[src/rtl/exu_ctrl_pkg.sv]
`default_nettype none
// ============================================================================
//  Module      : exu_ctrl_pkg
//  Description : Shared definitions for the execute-stage controller.
//                This package holds the data widths, the bit positions of the
//                one-hot opinfo, ALU-op and branch-kind buses, the controller
//                state encoding, and the packed layout of one held
//                instruction entry.
//  Revision    : 1.0  initial release
// ============================================================================
package exu_ctrl_pkg;

    localparam int XLEN     = 32;
    localparam int PC_W     = 32;
    localparam int OPINFO_W = 8;
    localparam int ALU_W    = 10;
    localparam int BR_W     = 6;

    // Operation class. Exactly one of these bits is set for each instruction.
    localparam int OPI_REG    = 0;   // register-register ALU op
    localparam int OPI_IMM    = 1;   // register-immediate ALU op
    localparam int OPI_LUI    = 2;
    localparam int OPI_AUIPC  = 3;
    localparam int OPI_JAL    = 4;
    localparam int OPI_JALR   = 5;
    localparam int OPI_BRANCH = 6;
    localparam int OPI_LSU    = 7;   // load/store: address = src1 + imm

    // ALU operation. This bus is one-hot.
    localparam int ALU_ADD  = 0;
    localparam int ALU_SUB  = 1;
    localparam int ALU_SLL  = 2;
    localparam int ALU_SLT  = 3;
    localparam int ALU_SLTU = 4;
    localparam int ALU_XOR  = 5;
    localparam int ALU_SRL  = 6;
    localparam int ALU_SRA  = 7;
    localparam int ALU_OR   = 8;
    localparam int ALU_AND  = 9;

    // Branch kind. This bus is one-hot.
    localparam int BR_BEQ  = 0;
    localparam int BR_BNE  = 1;
    localparam int BR_BLT  = 2;
    localparam int BR_BGE  = 3;
    localparam int BR_BLTU = 4;
    localparam int BR_BGEU = 5;

    typedef enum logic [1:0] {
        ST_EMPTY = 2'd0,
        ST_FULL  = 2'd1,
        ST_FULL2 = 2'd2
    } exu_state_e;

    typedef struct packed {
        logic [PC_W-1:0]     pc;
        logic [XLEN-1:0]     src1;
        logic [XLEN-1:0]     src2;
        logic [XLEN-1:0]     imm;
        logic [4:0]          rd;
        logic [OPINFO_W-1:0] opinfo;
        logic [ALU_W-1:0]    alu;
        logic [BR_W-1:0]     br;
    } exu_entry_t;

endpackage
`default_nettype wire

[src/rtl/exu_ctrl_alu.sv]
`default_nettype none
// ============================================================================
//  Module      : exu_ctrl_alu
//  Description : Combinational ALU and branch comparator for the head entry.
//                Ports:
//                  opinfo_i / alu_i / branch_info_i : one-hot decode buses
//                  pc_i / src1_i / src2_i / imm_i   : operands
//                  res_o                            : ALU result (the link
//                                                     value pc+4 for jal/jalr)
//                  cnd_o                            : branch condition met
//  Revision    : 1.0  initial release
// ============================================================================
module exu_ctrl_alu
    import exu_ctrl_pkg::*;
(
    input  logic [OPINFO_W-1:0] opinfo_i,
    input  logic [ALU_W-1:0]    alu_i,
    input  logic [BR_W-1:0]     branch_info_i,
    input  logic [PC_W-1:0]     pc_i,
    input  logic [XLEN-1:0]     src1_i,
    input  logic [XLEN-1:0]     src2_i,
    input  logic [XLEN-1:0]     imm_i,
    output logic [XLEN-1:0]     res_o,
    output logic                cnd_o
);

    logic [XLEN-1:0] w_a;
    logic [XLEN-1:0] w_b;
    logic [XLEN-1:0] w_sum;
    logic            w_force_add;
    logic            w_eq;
    logic            w_lt;
    logic            w_ltu;

    always_comb begin
        // Operand A: pc for pc-relative ops, zero for lui, otherwise src1.
        w_a = src1_i;
        if (opinfo_i[OPI_AUIPC] | opinfo_i[OPI_JAL] | opinfo_i[OPI_JALR])
            w_a = pc_i;
        if (opinfo_i[OPI_LUI])
            w_a = '0;

        // Operand B: jumps add 4 to the pc, which produces the link value.
        w_b = '0;
        if (opinfo_i[OPI_REG] | opinfo_i[OPI_BRANCH])
            w_b = src2_i;
        if (opinfo_i[OPI_IMM] | opinfo_i[OPI_LSU] | opinfo_i[OPI_LUI] | opinfo_i[OPI_AUIPC])
            w_b = imm_i;
        if (opinfo_i[OPI_JAL] | opinfo_i[OPI_JALR])
            w_b = 32'd4;
    end

    assign w_sum       = w_a + w_b;
    assign w_force_add = opinfo_i[OPI_LUI] | opinfo_i[OPI_AUIPC] | opinfo_i[OPI_JAL]
                       | opinfo_i[OPI_JALR] | opinfo_i[OPI_LSU];

    always_comb begin
        res_o = '0;
        if (w_force_add)            res_o = w_sum;
        else if (alu_i[ALU_ADD])    res_o = w_sum;
        else if (alu_i[ALU_SUB])    res_o = w_a - w_b;
        else if (alu_i[ALU_SLL])    res_o = w_a << w_b[4:0];
        else if (alu_i[ALU_SLT])    res_o = {{(XLEN-1){1'b0}}, $signed(w_a) < $signed(w_b)};
        else if (alu_i[ALU_SLTU])   res_o = {{(XLEN-1){1'b0}}, w_a < w_b};
        else if (alu_i[ALU_XOR])    res_o = w_a ^ w_b;
        else if (alu_i[ALU_SRL])    res_o = w_a >> w_b[4:0];
        else if (alu_i[ALU_SRA])    res_o = $signed(w_a) >>> w_b[4:0];
        else if (alu_i[ALU_OR])     res_o = w_a | w_b;
        else if (alu_i[ALU_AND])    res_o = w_a & w_b;
    end

    assign w_eq  = (src1_i == src2_i);
    assign w_lt  = ($signed(src1_i) < $signed(src2_i));
    assign w_ltu = (src1_i < src2_i);

    assign cnd_o = (branch_info_i[BR_BEQ]  &  w_eq)
                 | (branch_info_i[BR_BNE]  & ~w_eq)
                 | (branch_info_i[BR_BLT]  &  w_lt)
                 | (branch_info_i[BR_BGE]  & ~w_lt)
                 | (branch_info_i[BR_BLTU] &  w_ltu)
                 | (branch_info_i[BR_BGEU] & ~w_ltu);

endmodule
`default_nettype wire

[src/rtl/exu_ctrl.sv]
`default_nettype none
// ============================================================================
//  Module      : exu_ctrl
//  Description : Execute-stage controller. It holds decoded instructions in a
//                valid/ready pipeline slot, runs the head entry through the
//                ALU, and produces the result, the control-transfer redirect
//                and a count of executed results.
//                Ports:
//                  clk_i, rst_n_i (synchronous, active-low), flush_i
//                  in_valid_i / in_ready_o   : handshake from the IDU
//                  opinfo_i, alu_i, branch_info_i, pc_i, src1_i, src2_i,
//                  imm_i, rd_i               : decoded instruction
//                  out_valid_o / out_ready_i : handshake to the LSU/WBU
//                  res_o, rd_o, pc_o, opinfo_o, src2_o : head entry results
//                  redirect_o, redirect_pc_o : taken jump/branch and target
//                  exec_cnt_o                : results handed downstream
//                Build option:
//                  YSYX_23060251_EXU_SKID_EN -- adds a second (skid) entry
//                  and makes in_ready_o independent of out_ready_i.
//  Revision    : 1.0  initial release
// ============================================================================
module exu_ctrl
    import exu_ctrl_pkg::*;
(
    input  logic                clk_i,
    input  logic                rst_n_i,
    input  logic                flush_i,
    input  logic                in_valid_i,
    output logic                in_ready_o,
    input  logic [OPINFO_W-1:0] opinfo_i,
    input  logic [ALU_W-1:0]    alu_i,
    input  logic [BR_W-1:0]     branch_info_i,
    input  logic [PC_W-1:0]     pc_i,
    input  logic [XLEN-1:0]     src1_i,
    input  logic [XLEN-1:0]     src2_i,
    input  logic [XLEN-1:0]     imm_i,
    input  logic [4:0]          rd_i,
    output logic                out_valid_o,
    input  logic                out_ready_i,
    output logic [XLEN-1:0]     res_o,
    output logic [4:0]          rd_o,
    output logic [PC_W-1:0]     pc_o,
    output logic [OPINFO_W-1:0] opinfo_o,
    output logic [XLEN-1:0]     src2_o,
    output logic                redirect_o,
    output logic [PC_W-1:0]     redirect_pc_o,
    output logic [63:0]         exec_cnt_o
);

    exu_state_e      r_state;
    exu_state_e      w_state_n;
    exu_entry_t      r_head;
    exu_entry_t      w_head_n;
    exu_entry_t      w_in_entry;
`ifdef YSYX_23060251_EXU_SKID_EN
    exu_entry_t      r_skid;
    exu_entry_t      w_skid_n;
`endif
    logic [63:0]     r_exec_cnt;
    logic            w_in_hs;
    logic            w_out_hs;
    logic            w_out_fire;
    logic            w_cnd;
    logic [PC_W-1:0] w_jalr_sum;

    assign w_in_entry = '{pc: pc_i, src1: src1_i, src2: src2_i, imm: imm_i, rd: rd_i,
                          opinfo: opinfo_i, alu: alu_i, br: branch_info_i};

    assign out_valid_o = (r_state == ST_FULL) | (r_state == ST_FULL2);

`ifdef YSYX_23060251_EXU_SKID_EN
    assign in_ready_o = rst_n_i & ~flush_i & (r_state != ST_FULL2);
`else
    assign in_ready_o = rst_n_i & ~flush_i & ((r_state == ST_EMPTY) | out_ready_i);
`endif

    assign w_in_hs    = in_valid_i & in_ready_o;
    assign w_out_hs   = out_valid_o & out_ready_i;
    // A head that is flushed in the same cycle is discarded, so it is not counted.
    assign w_out_fire = w_out_hs & ~flush_i;

    always_comb begin
        w_state_n = r_state;
        w_head_n  = r_head;
`ifdef YSYX_23060251_EXU_SKID_EN
        w_skid_n  = r_skid;
`endif
        if (flush_i) begin
            w_state_n = ST_EMPTY;
        end else begin
            case (r_state)
                ST_EMPTY: begin
                    if (w_in_hs) begin
                        w_state_n = ST_FULL;
                        w_head_n  = w_in_entry;
                    end
                end
                ST_FULL: begin
                    if (w_in_hs && w_out_hs) begin
                        w_head_n  = w_in_entry;
                    end else if (w_out_hs) begin
                        w_state_n = ST_EMPTY;
`ifdef YSYX_23060251_EXU_SKID_EN
                    end else if (w_in_hs) begin
                        w_state_n = ST_FULL2;
                        w_skid_n  = w_in_entry;
`endif
                    end
                end
`ifdef YSYX_23060251_EXU_SKID_EN
                ST_FULL2: begin
                    // The skid entry is younger, so it moves to the head.
                    if (w_out_hs) begin
                        w_state_n = ST_FULL;
                        w_head_n  = r_skid;
                    end
                end
`endif
                default: w_state_n = ST_EMPTY;
            endcase
        end
    end

    always_ff @(posedge clk_i) begin
        if (!rst_n_i) begin
            r_state    <= ST_EMPTY;
            r_head     <= '0;
`ifdef YSYX_23060251_EXU_SKID_EN
            r_skid     <= '0;
`endif
            r_exec_cnt <= '0;
        end else begin
            r_state <= w_state_n;
            r_head  <= w_head_n;
`ifdef YSYX_23060251_EXU_SKID_EN
            r_skid  <= w_skid_n;
`endif
            if (w_out_fire)
                r_exec_cnt <= r_exec_cnt + 64'd1;
        end
    end

    exu_ctrl_alu u_alu (
        .opinfo_i      (r_head.opinfo),
        .alu_i         (r_head.alu),
        .branch_info_i (r_head.br),
        .pc_i          (r_head.pc),
        .src1_i        (r_head.src1),
        .src2_i        (r_head.src2),
        .imm_i         (r_head.imm),
        .res_o         (res_o),
        .cnd_o         (w_cnd)
    );

    assign rd_o       = r_head.rd;
    assign pc_o       = r_head.pc;
    assign opinfo_o   = r_head.opinfo;
    assign src2_o     = r_head.src2;
    assign exec_cnt_o = r_exec_cnt;

    assign w_jalr_sum    = r_head.src1 + r_head.imm;
    assign redirect_pc_o = r_head.opinfo[OPI_JALR]
                         ? (w_jalr_sum & ~{{(PC_W-1){1'b0}}, 1'b1})
                         : (r_head.pc + r_head.imm);

    // The redirect is only visible on an accepted, non-flushed output handshake.
    assign redirect_o = rst_n_i & w_out_fire
                      & (r_head.opinfo[OPI_JAL] | r_head.opinfo[OPI_JALR]
                         | (r_head.opinfo[OPI_BRANCH] & w_cnd));

endmodule
`default_nettype wire

[config.mk]
export PLATFORM = sky130hd
export DESIGN_NAME = exu_ctrl
export DESIGN_NICKNAME = d
export VERILOG_FILES = /design/src/rtl/exu_ctrl_pkg.sv /design/src/rtl/exu_ctrl_alu.sv /design/src/rtl/exu_ctrl.sv
export SDC_FILE = /design/constraint.sdc
export NUM_CORES = 1
export LEC_CHECK = 0
export BUFFER_PORTS_ARGS = -buffer_cell sky130_fd_sc_hd__buf_2
export CAP_MARGIN = 20
export CORE_MARGIN = 3
export CORE_UTILIZATION = 46
export CTS_BUF_LIST = sky130_fd_sc_hd__clkbuf_16
export CTS_CLUSTER_SIZE = 30
export DETAILED_ROUTE_END_ITERATION = 10
export GPL_TIMING_DRIVEN = 0
export PLACE_DENSITY = 0.74
export RECOVER_POWER = 50
export SYNTH_ARGS = -nofsm -noshare
export SYNTH_HDL_FRONTEND = slang
export SYNTH_SLANG_ARGS = --single-unit
[constraint.sdc]
create_clock -name clk_i -period 5.7 [get_ports clk_i]
set_input_delay 1.14 -clock clk_i [delete_from_list [all_inputs] [get_ports clk_i]]
set_output_delay 1.14 -clock clk_i [all_outputs]
set_load 0.02 [all_outputs]
-- Word level (Yosys, flattened, before mapping)
Index checks and enable logic that the tools add are counted.
- $add $sub $neg: 5
- $lt $le $gt $ge: 4
- equality and inequality tests: 7
- shift operators: 3
- muxes and demuxes: 24
- bitwise logic cells: 41
- reductions and logical operators: 6
- operator list (cell ; number):
    two-way mux 32 bit ; 17
    two-way mux 157 bit ; 2
    one-hot mux 157 bit (2 select lines) ; 1
    < comparator 32 bit ; 4
    adder 32 bit ; 3
    adder 64 x 1 -> 64 bit, second input constant ; 1
    bitwise AND 32 bit ; 1
    equality test 32 bit ; 1
    bitwise OR 32 bit ; 1
    left shift 32 x 5 -> 32 bit ; 1
    right shift 32 x 5 -> 32 bit ; 1
    >>> shifter 32 x 5 -> 32 bit ; 1
    subtractor 32 bit ; 1
    XOR 32 bit ; 1
    bitwise OR 1 bit ; 19
    bitwise AND 1 bit ; 14
    two-way mux 2 bit ; 3
    != test 2 bit, second input constant ; 3
    NOT 1 bit ; 5
    one-hot mux 2 bit (2 select lines) ; 1
    AND reduction 4 bit ; 1
    AND reduction 3 bit ; 1
    equality test 2 x 1 -> 1 bit, second input constant ; 1
    equality test 2 bit, second input constant ; 1
    other kinds (5) ; 5
- register bits after elaboration: 223
- input port bits: 162
- output and inout port bits: 208
- word-level logic and storage cells: 100

-- Logic depth before layout (Yosys ltp)
Gate-level depths: netlist (run 1).
- depth in word-level cells: 17
- gate-level depth with buffers: 21
- gate-level depth less buffers: 18

-- By module
Synthesis (run 1) repeated with hierarchy kept, for this count alone.
- cells, all modules: 3424
- area total of the unflattened synthesis: 24745.0 um^2
- by module, submodules not included (module ; times used ; cells an instance ; area each (um^2) ; sequential area each (um^2)):
    exu_ctrl ; 1 ; 1619 ; 12938.7 ; 4444.3
    exu_ctrl_alu ; 1 ; 1805 ; 11806.3 ; 0.0

-- Worst setup path after synthesis (run 1)
OpenSTA, ideal clock, no wires.
- path kind: register -> output
- from: register r_head (netlist bit opinfo_o[2])
- to: output res_o[20]
- data arrival time: 4.906 ns
- data required time: 4.560 ns
- path slack: -0.346 ns
- stages on the path, launching flop included: 21
- path buffers: 5
- path through: dfxtp_1 -> buf_6 -> or4_1 -> clkbuf_1 -> nand2_1 -> a21o_1 -> buf_2 -> buf_1 -> buf_1 -> ha_1 -> or3_1 -> a21oi_1 -> o311ai_1 -> nand4_1 -> a41oi_1 -> o31ai_1 -> a21oi_1 -> o21bai_1 -> a21boi_0 -> xnor2_1 -> a221oi_1
- word-level cells in the longest chain between the ends: 16
- elaborated cells between the ends (all ways): 28
- classes of those cells: add/sub (2); shift (3); mux (14); bitwise (9)
- RTL lines (element ; RTL line ; text):
    start, declared ; exu_ctrl.sv:52 ; exu_entry_t r_head;
    start signal, assigned ; exu_ctrl.sv:134 ; r_head <= w_head_n;
    parallel branches: the longest is 15 deep, another holds two-way mux 32 bit ; n/a ;
    two-way mux 32 bit (*) ; exu_ctrl_alu.sv:59 ; if (w_force_add) res_o = w_sum;
    end, declared ; exu_ctrl.sv:40 ; output logic [XLEN-1:0] res_o,
Mark *: on every way between the ends.

-- Worst setup path after layout (run 1)
- from: register r_head (netlist bit opinfo_o[3])
- to: output res_o[26]
- word-level cells in the longest chain between the ends: 16
- elaborated cells between the ends (all ways): 30
- classes of those cells: add/sub (2); shift (3); mux (15); bitwise (10)
- RTL lines (element ; RTL line):
    parallel branches: the longest is 15 deep, another holds two-way mux 32 bit ; n/a
    two-way mux 32 bit (*) ; exu_ctrl_alu.sv:59
Marked as above.

==> results of run 1 <==
[report_power, final]
| group | internal (mW) | switching (mW) |
|---|---|---|
| Combinational | 0.817 | 1.29 |
| Sequential | 1.59 | 0.0711 |
| Clock | 0.988 | 0.706 |
| Total | 3.39 | 2.07 |
[worst paths after layout]
path,startpoint,endpoint,cells after the start
max,opinfo_o[3],res_o[26],21
min,r_head[1],r_head[1],2
max reg2reg,exec_cnt_o[10],exec_cnt_o[61],11
min reg2reg,r_head[1],r_head[1],2
[worst max-delay path, stage by stage (launching register included)]
cell and delay (ns):
dfxtp_4 0.37, nor4_4 0.34, buf_6 0.17, buf_6 0.10
clkbuf_16 0.15, buf_4 0.11, and3_1 0.19, a21oi_2 0.07
nand2b_2 0.24, ha_4 0.36, clkinvlp_4 0.15, o21ai_0 0.28
nand2_1 0.16, a41oi_4 0.32, nor4b_4 0.10, or2_1 0.24
a211o_1 0.39, buf_6 0.16, a21oi_4 0.14, xnor2_2 0.10
a221oi_2 0.26, buf_4 0.19
[per-stage QoR]
step	instances	setup WS (ns)	util, %	hold slack (ns)	power, mW
final	4594	-0.5987	61.52	0.4688	5.464
after global routing	4587	-0.7379	61.49	0.4925	5.603
after CTS	4513	-0.5813	58.67	0.4708	5.205
after detailed placement	4391	-2.143	52.39	0.4618	3.306
after global placement	4387	-2.275	52.33	0.4523	3.309
after floorplan	3347	-0.004905	-	0.4389	2.668
[timing repair]
| action | CTS | global route |
|---|---|---|
| endpoints found under the setup margin | 35 | 38 |
| cloned | 0 | 2 |
| pin swaps | 79 | 100 |
| gates resized for setup | 395 | 252 |
| endpoints found under the hold margin | 0 | 0 |
| setup buffers | 89 | 80 |
[placed cells by master, fill, tap and decap left out, types with 32 or more instances in the layout]
cell      synthesis  final
a21boi_0        163    162
a21o_1           47     45
a21oi_1         248    191
a21oi_2          11     34
a21oi_4           0     34
a31oi_1          37     33
and2_1           71     60
and3_1           56     50
buf_2            39    299
buf_4            80    238
clkbuf_1        162    183
dfxtp_1         222    213
ha_1            193    165
inv_1           147    140
mux2i_1          51     37
nand2_1         527    520
nand2b_1         58     35
nand3_1         110    106
nor2_1          172    161
nor2b_1          33     32
nor3_1           50     42
o211ai_1         48     48
o21ai_0         186    165
o21ai_1          29     43
xnor2_1         113    108
xor2_1           40     40
[metal layers]
metal / GRT usage (%) / up-vias
met1: 55.01 / 14020
li1: - / 12920
met3: 10.21 / 586
met4: 32.10 / 4
met2: 71.95 / 1923
met5: 0 / -
[layout make-up]
cell class                 instances  share of cell area (%)
clock inverter                    21                  0.7157
timing repair buffer             542                   10.80
multi-input combinational       2669                   61.42
tap                              672                   2.702
antenna                           10                 0.08041
clock buffer                      25                   2.010
sequential                       222                   14.35
inverter                         152                   1.954
buffer                           281                   5.963
[sequential cells by signal (all words and copies together), names as in the netlist]
signal	flops
exec_cnt_o	64
src2_o	32
r_state	1
r_head	80
pc_o	32
opinfo_o	8
rd_o	5
[cells by family after synthesis]
group | share of synthesized area, %
DFF | 18.72
buffers and inverters | 8.778
xor gates and xnor gates | 5.643
and+or+nand+nor | 24.14
adders and majority gates | 10.51
AOI/OAI and AO/OA | 29.01
muxes | 3.209
==> flow_summary.toml, run 1 <==
[run_status]
status = "finished, violations left"
violations = "capacitance limit, setup timing"

[grt]
groute.usage.overall_pct = 45.65
grt_first_pass_wirelength_um = 184200
grt_pass1_vias = 27190
grt_max_degree = 14
antenna_found_initial = 10
overflow = 0

[route]
drtAntennaViolNets = 0
drtIter0Drc = 3316
dr.pass1.iters = 7
drt_drc_violations_left = 0
wl_met1_um = 48990
wl_met2_um = 57300
highest_layer = "met5"
wl_met3_um = 13470
totalWireLength_um = 132000
routedWlPerCell_um = 28.74
avgViaCountPerCell = 6.412
vias = 29460

[sta]
fin_crit_sh_pct = 110.5
rsz0062_at_grt = "yes"
hold_violations = 0
fin_ws_ns = -0.5987
fin_tns_setup_ns = -9.104
worst_slew_pin_slew_ns = 1.497
max_freq_mhz = 158.8
finalMaxSlewViolations = 0
period_needed_ns = 6.299
setup_viol = 27
slew_headroom_pct = 0.1896
fin_skew_ns = 0.01108

[cells_and_area]
final_nets = 4252
design_area_mm2 = 0.03112
fillerInstances = 4658
seqCellArea_mm2 = 0.004466
drive_gt1_share_pct = 25.49
multi_input_area_mm2 = 0.01911
area_growth_pct = 31.05

[worst_setup_path]
path_class = "reg2out"
regToRegSetupSlack_ns = 2.29
endpoint_kind = "output pin"
crit_fanout = 7
worst_ep_required_time_ns = 4.56
worst_setup_path_start_kind = "flop"
worstPathArrival_ns = 5.16

[yosys]
synth_area_mm2 = 0.02375
synth_cells = 3347
synth_top_area_share_pct = 18.72
synth_area_leaders = "dfxtp_1, ha_1, nand2_1"
synth_top_cell_by_area = "dfxtp_1"
yosys-top-cells-count = "nand2_1, a21oi_1, dfxtp_1"
synth_warnings = 0
syn_area_per_cell_um2 = 7.095
synth_edf_count = 0
ys_types = 96
syn-num-nets = 3706
yosysMostFrequentCell = "nand2_1"
synth_flop_cell = "dfxtp_1"
ys_seq_elements = 222
async_flop_share_pct = 0
yosysSeqAreaShare_pct = 18.72

[flow_run]
max-cap-violations = 1

[power]
irDropWorstVdd_v = 0.0002143
leakage_nw = 13.39
power_density_mw_per_mm2 = 175.6

[floorplanning]
fp.dieH_um = 233.2
std_cell_rows = 82
initial_core_util_pct = 46.95
core_mm2 = 0.05058
die_w_um = 233.2
die-area_mm2 = 0.05438
pin_count = 370

[clocking]
clk_pin_slew_ns = 0.06
tritoncts = "built"
cts-root-buf = "clkbuf_16"
ctsHoldBuffers = 0
cts_buffers = 25
worstSkewPairLatency_ns = 0.56
htree_levels = 1
cts.sinks = 222
clock_path_buffers = 3

[hold_path]
hp-class = "reg2reg"

[placement]
place_hpwl_um = 102500
routabilityCongestion = 1.056
placed_area_mm2 = 0.02650
portBuffers = 368
(Power assumes the default switching activity.)
==> run 2, diff against run 1 <==
Settings changed: PLACE_DENSITY 0.74 to 0.72.
Clock period 5.7 ns to 7.75 ns, I/O delays scaled along.
==> run 2 against run 1 <==
- critical endpoint is now res_o[31]
- sequential cell count unchanged
- sequential share of layout area grew 1.9 points
- sequential power decreased by 27%
- global-route usage down 0.86 points
- combinational power down 40%
- utilization fell by 7.6 points
- register-to-register slack better by 2.1 ns
- the flow now finishes without violations
- wire length decreased by 5.1%
- clock power shrank 34%
- via count fell by 4.6%
==> flow_summary.toml, run 2 (synthesized netlist as in run 1, its figures left out) <==
[run_status]
status = "finished, final reports clean"

[cells_and_area]
drive_gt1_share_pct = 13.93
fillerInstances = 5282
design_area_mm2 = 0.02730
layout_commonest_cell = "nand2_1"
largest_reg_flops = 80
final_nets = 4111
largest-register = "r_head"
layout_common_cells = "nand2_1, buf_2, clkbuf_1"
area_growth_pct = 14.96

[worst_setup_path]
regToRegSetupSlack_ns = 4.38
crit_fanout = 10
endpoint_kind = "output pin"
r2r_cells = 11
cpMostUsedCell = "clkbuf_2"
path_delay_family = "buffers and inverters"
r2r-start = "exec_cnt_o[35]"
worstPathArrival_ns = 6.07
rr_endpoint = "exec_cnt_o[63]"
cp_slowest_stage_delay_ns = 0.63
worst_ep_required_time_ns = 6.20
worst_setup_path_start_kind = "flop"
path_class = "reg2out"
slowest_stage = "ha_1"
path_cells = "buf_2 > nor2_4 > clkbuf_2 > clkbuf_2 > clkbuf_2 > nand2b_1 > ha_1 > inv_1 > a21oi_2 > o21bai_1 > a21oi_1 > o21bai_1 > nor2_1 > o2111ai_1 > nand2_1 > o31ai_1 > xnor2_1 > o32ai_1 > buf_2"
critPathBufInv = 6

[grt]
grt_max_degree = 21
grt_pass1_vias = 26490
grt_first_pass_wirelength_um = 179700
antenna_found_initial = 5
overflow = 0
groute.usage.overall_pct = 44.79

[route]
dr.pass1.iters = 6
totalWireLength_um = 125300
avgViaCountPerCell = 6.325
drtAntennaViolNets = 0
vias = 28120
drt_drc_violations_left = 0
drtIter0Drc = 3201
routedWlPerCell_um = 28.19

[hold_path]
hp-class = "reg2reg"
min_from = "rd_o[4]"
holdPathStages = 2
whs_endpoint = "rd_o[4]"

[placement]
routabilityCongestion = 1.084
place_hpwl_um = 102100
placed_area_mm2 = 0.02647
portBuffers = 368

[sta]
max_freq_mhz = 131.3
hold_violations = 0
fin_skew_ns = 0.01200
setup_viol = 0
period_needed_ns = 7.619
fin_crit_sh_pct = 98.31
rsz0062_at_grt = "yes"
slew_headroom_pct = 19.14
finalMaxSlewViolations = 0
worst_slew_pin_slew_ns = 1.213

[clocking]
cts-root-buf = "clkbuf_16"
clk_pin_slew_ns = 0.06
ctsHoldBuffers = 0
cts.sinks = 222
cts_buffers = 24
worstSkewPairLatency_ns = 0.58
clock_path_buffers = 3
tritoncts = "built"
htree_levels = 1

[power]
finalPower_mw = 3.601
power_density_mw_per_mm2 = 131.9
irDropWorstVdd_v = 0.0001943
leakage_nw = 11.76

[floorplanning]
die_w_um = 233.2
core_mm2 = 0.05058
initial_core_util_pct = 46.95
std_cell_rows = 82
fp.dieH_um = 233.2
die-area_mm2 = 0.05438
pin_count = 370

[flow_run]
max-cap-violations = 0
==> run 2: changes by cell type in the layout (fill, tap and decap cells not counted), sizes merged <==
cell      delta
diode        -6
inv          +1
clkinvlp     -3
buf        -231
bufinv       -3
clkinv       +3
clkbuf      +90
==> run 2: stage by stage <==
step / hold slack, ns / instances / TNS (ns) / setup slack (ns) / util (%)
2_1_floorplan: 0.4389 / 3347 / 0 / 1.294 / -
3_3_place_gp: 0.4533 / 4387 / -5.942 / -0.8371 / 52.25
3_5_place_dp: 0.4591 / 4392 / -4.484 / -0.6935 / 52.33
4_1_cts: 0.4675 / 4432 / 0 / 0.007898 / 53.93
5_1_grt: 0.4985 / 4441 / -0.1061 / -0.09505 / 53.95
6_report: 0.4659 / 4445 / 0 / 0.1312 / 53.97
==> run 2: worst max path at each step <==
stage	slack [ns]	depth (start not counted)	endpoint	from
floorplan	1.29	20	res_o[20]	opinfo_o[2]
detailed placement	-0.69	21	res_o[30]	opinfo_o[4]
global placement	-0.84	21	res_o[30]	opinfo_o[4]
global route	-0.1	20	res_o[30]	opinfo_o[3]
finish	0.13	19	res_o[31]	opinfo_o[5]
CTS	0.008	20	res_o[30]	opinfo_o[2]
==> run 2: routing by layer <==
metal,up-vias,GRT usage [%],share of wire (%)
met5,-,0,0.0096
met4,2,31.68,9.1
met3,494,12.12,10
met2,1810,69.37,43
met1,13200,53.60,38
li1,12620,-,-
==> run 2: report_power, final <==
part / switching (mW) / leakage, nW / total, mW / internal (mW)
logic: 0.849 / 9.59 / 1.26 / 0.415
clock network: 0.522 / 0.374 / 1.12 / 0.601
registers: 0.0457 / 1.80 / 1.21 / 1.17
==> run 2: worst reg2reg max path, stage by stage, from the launching register on <==
cell	delay, ns
dfxtp_1	0.45
and4_1	0.26
and3_1	0.25
and4_1	0.29
and3_1	0.24
nand4_1	0.13
nor4_1	0.54
and4_1	0.37
and4_1	0.27
nand4_1	0.17
xnor2_1	0.16
and2_1	0.15
==> run 2: what timing repair did <==
item                       CTS  global route
resized for setup           24            30
setup endpoints to repair   26            11
pin swaps                    1             1
setup buffers                3             4
==> run 2: layout make-up <==
cell class	instances	area, µm²	area share (%)
multi-input combinational	2669	17330	63.48
sequential	222	4444	16.28
timing repair buffer	387	1842	6.747
buffer	296	1515	5.550
tap	672	840.8	3.080
clock buffer	24	600.6	2.200
inverter	152	574.3	2.104
clock inverter	19	142.6	0.5225
antenna	4	10.01	0.03667
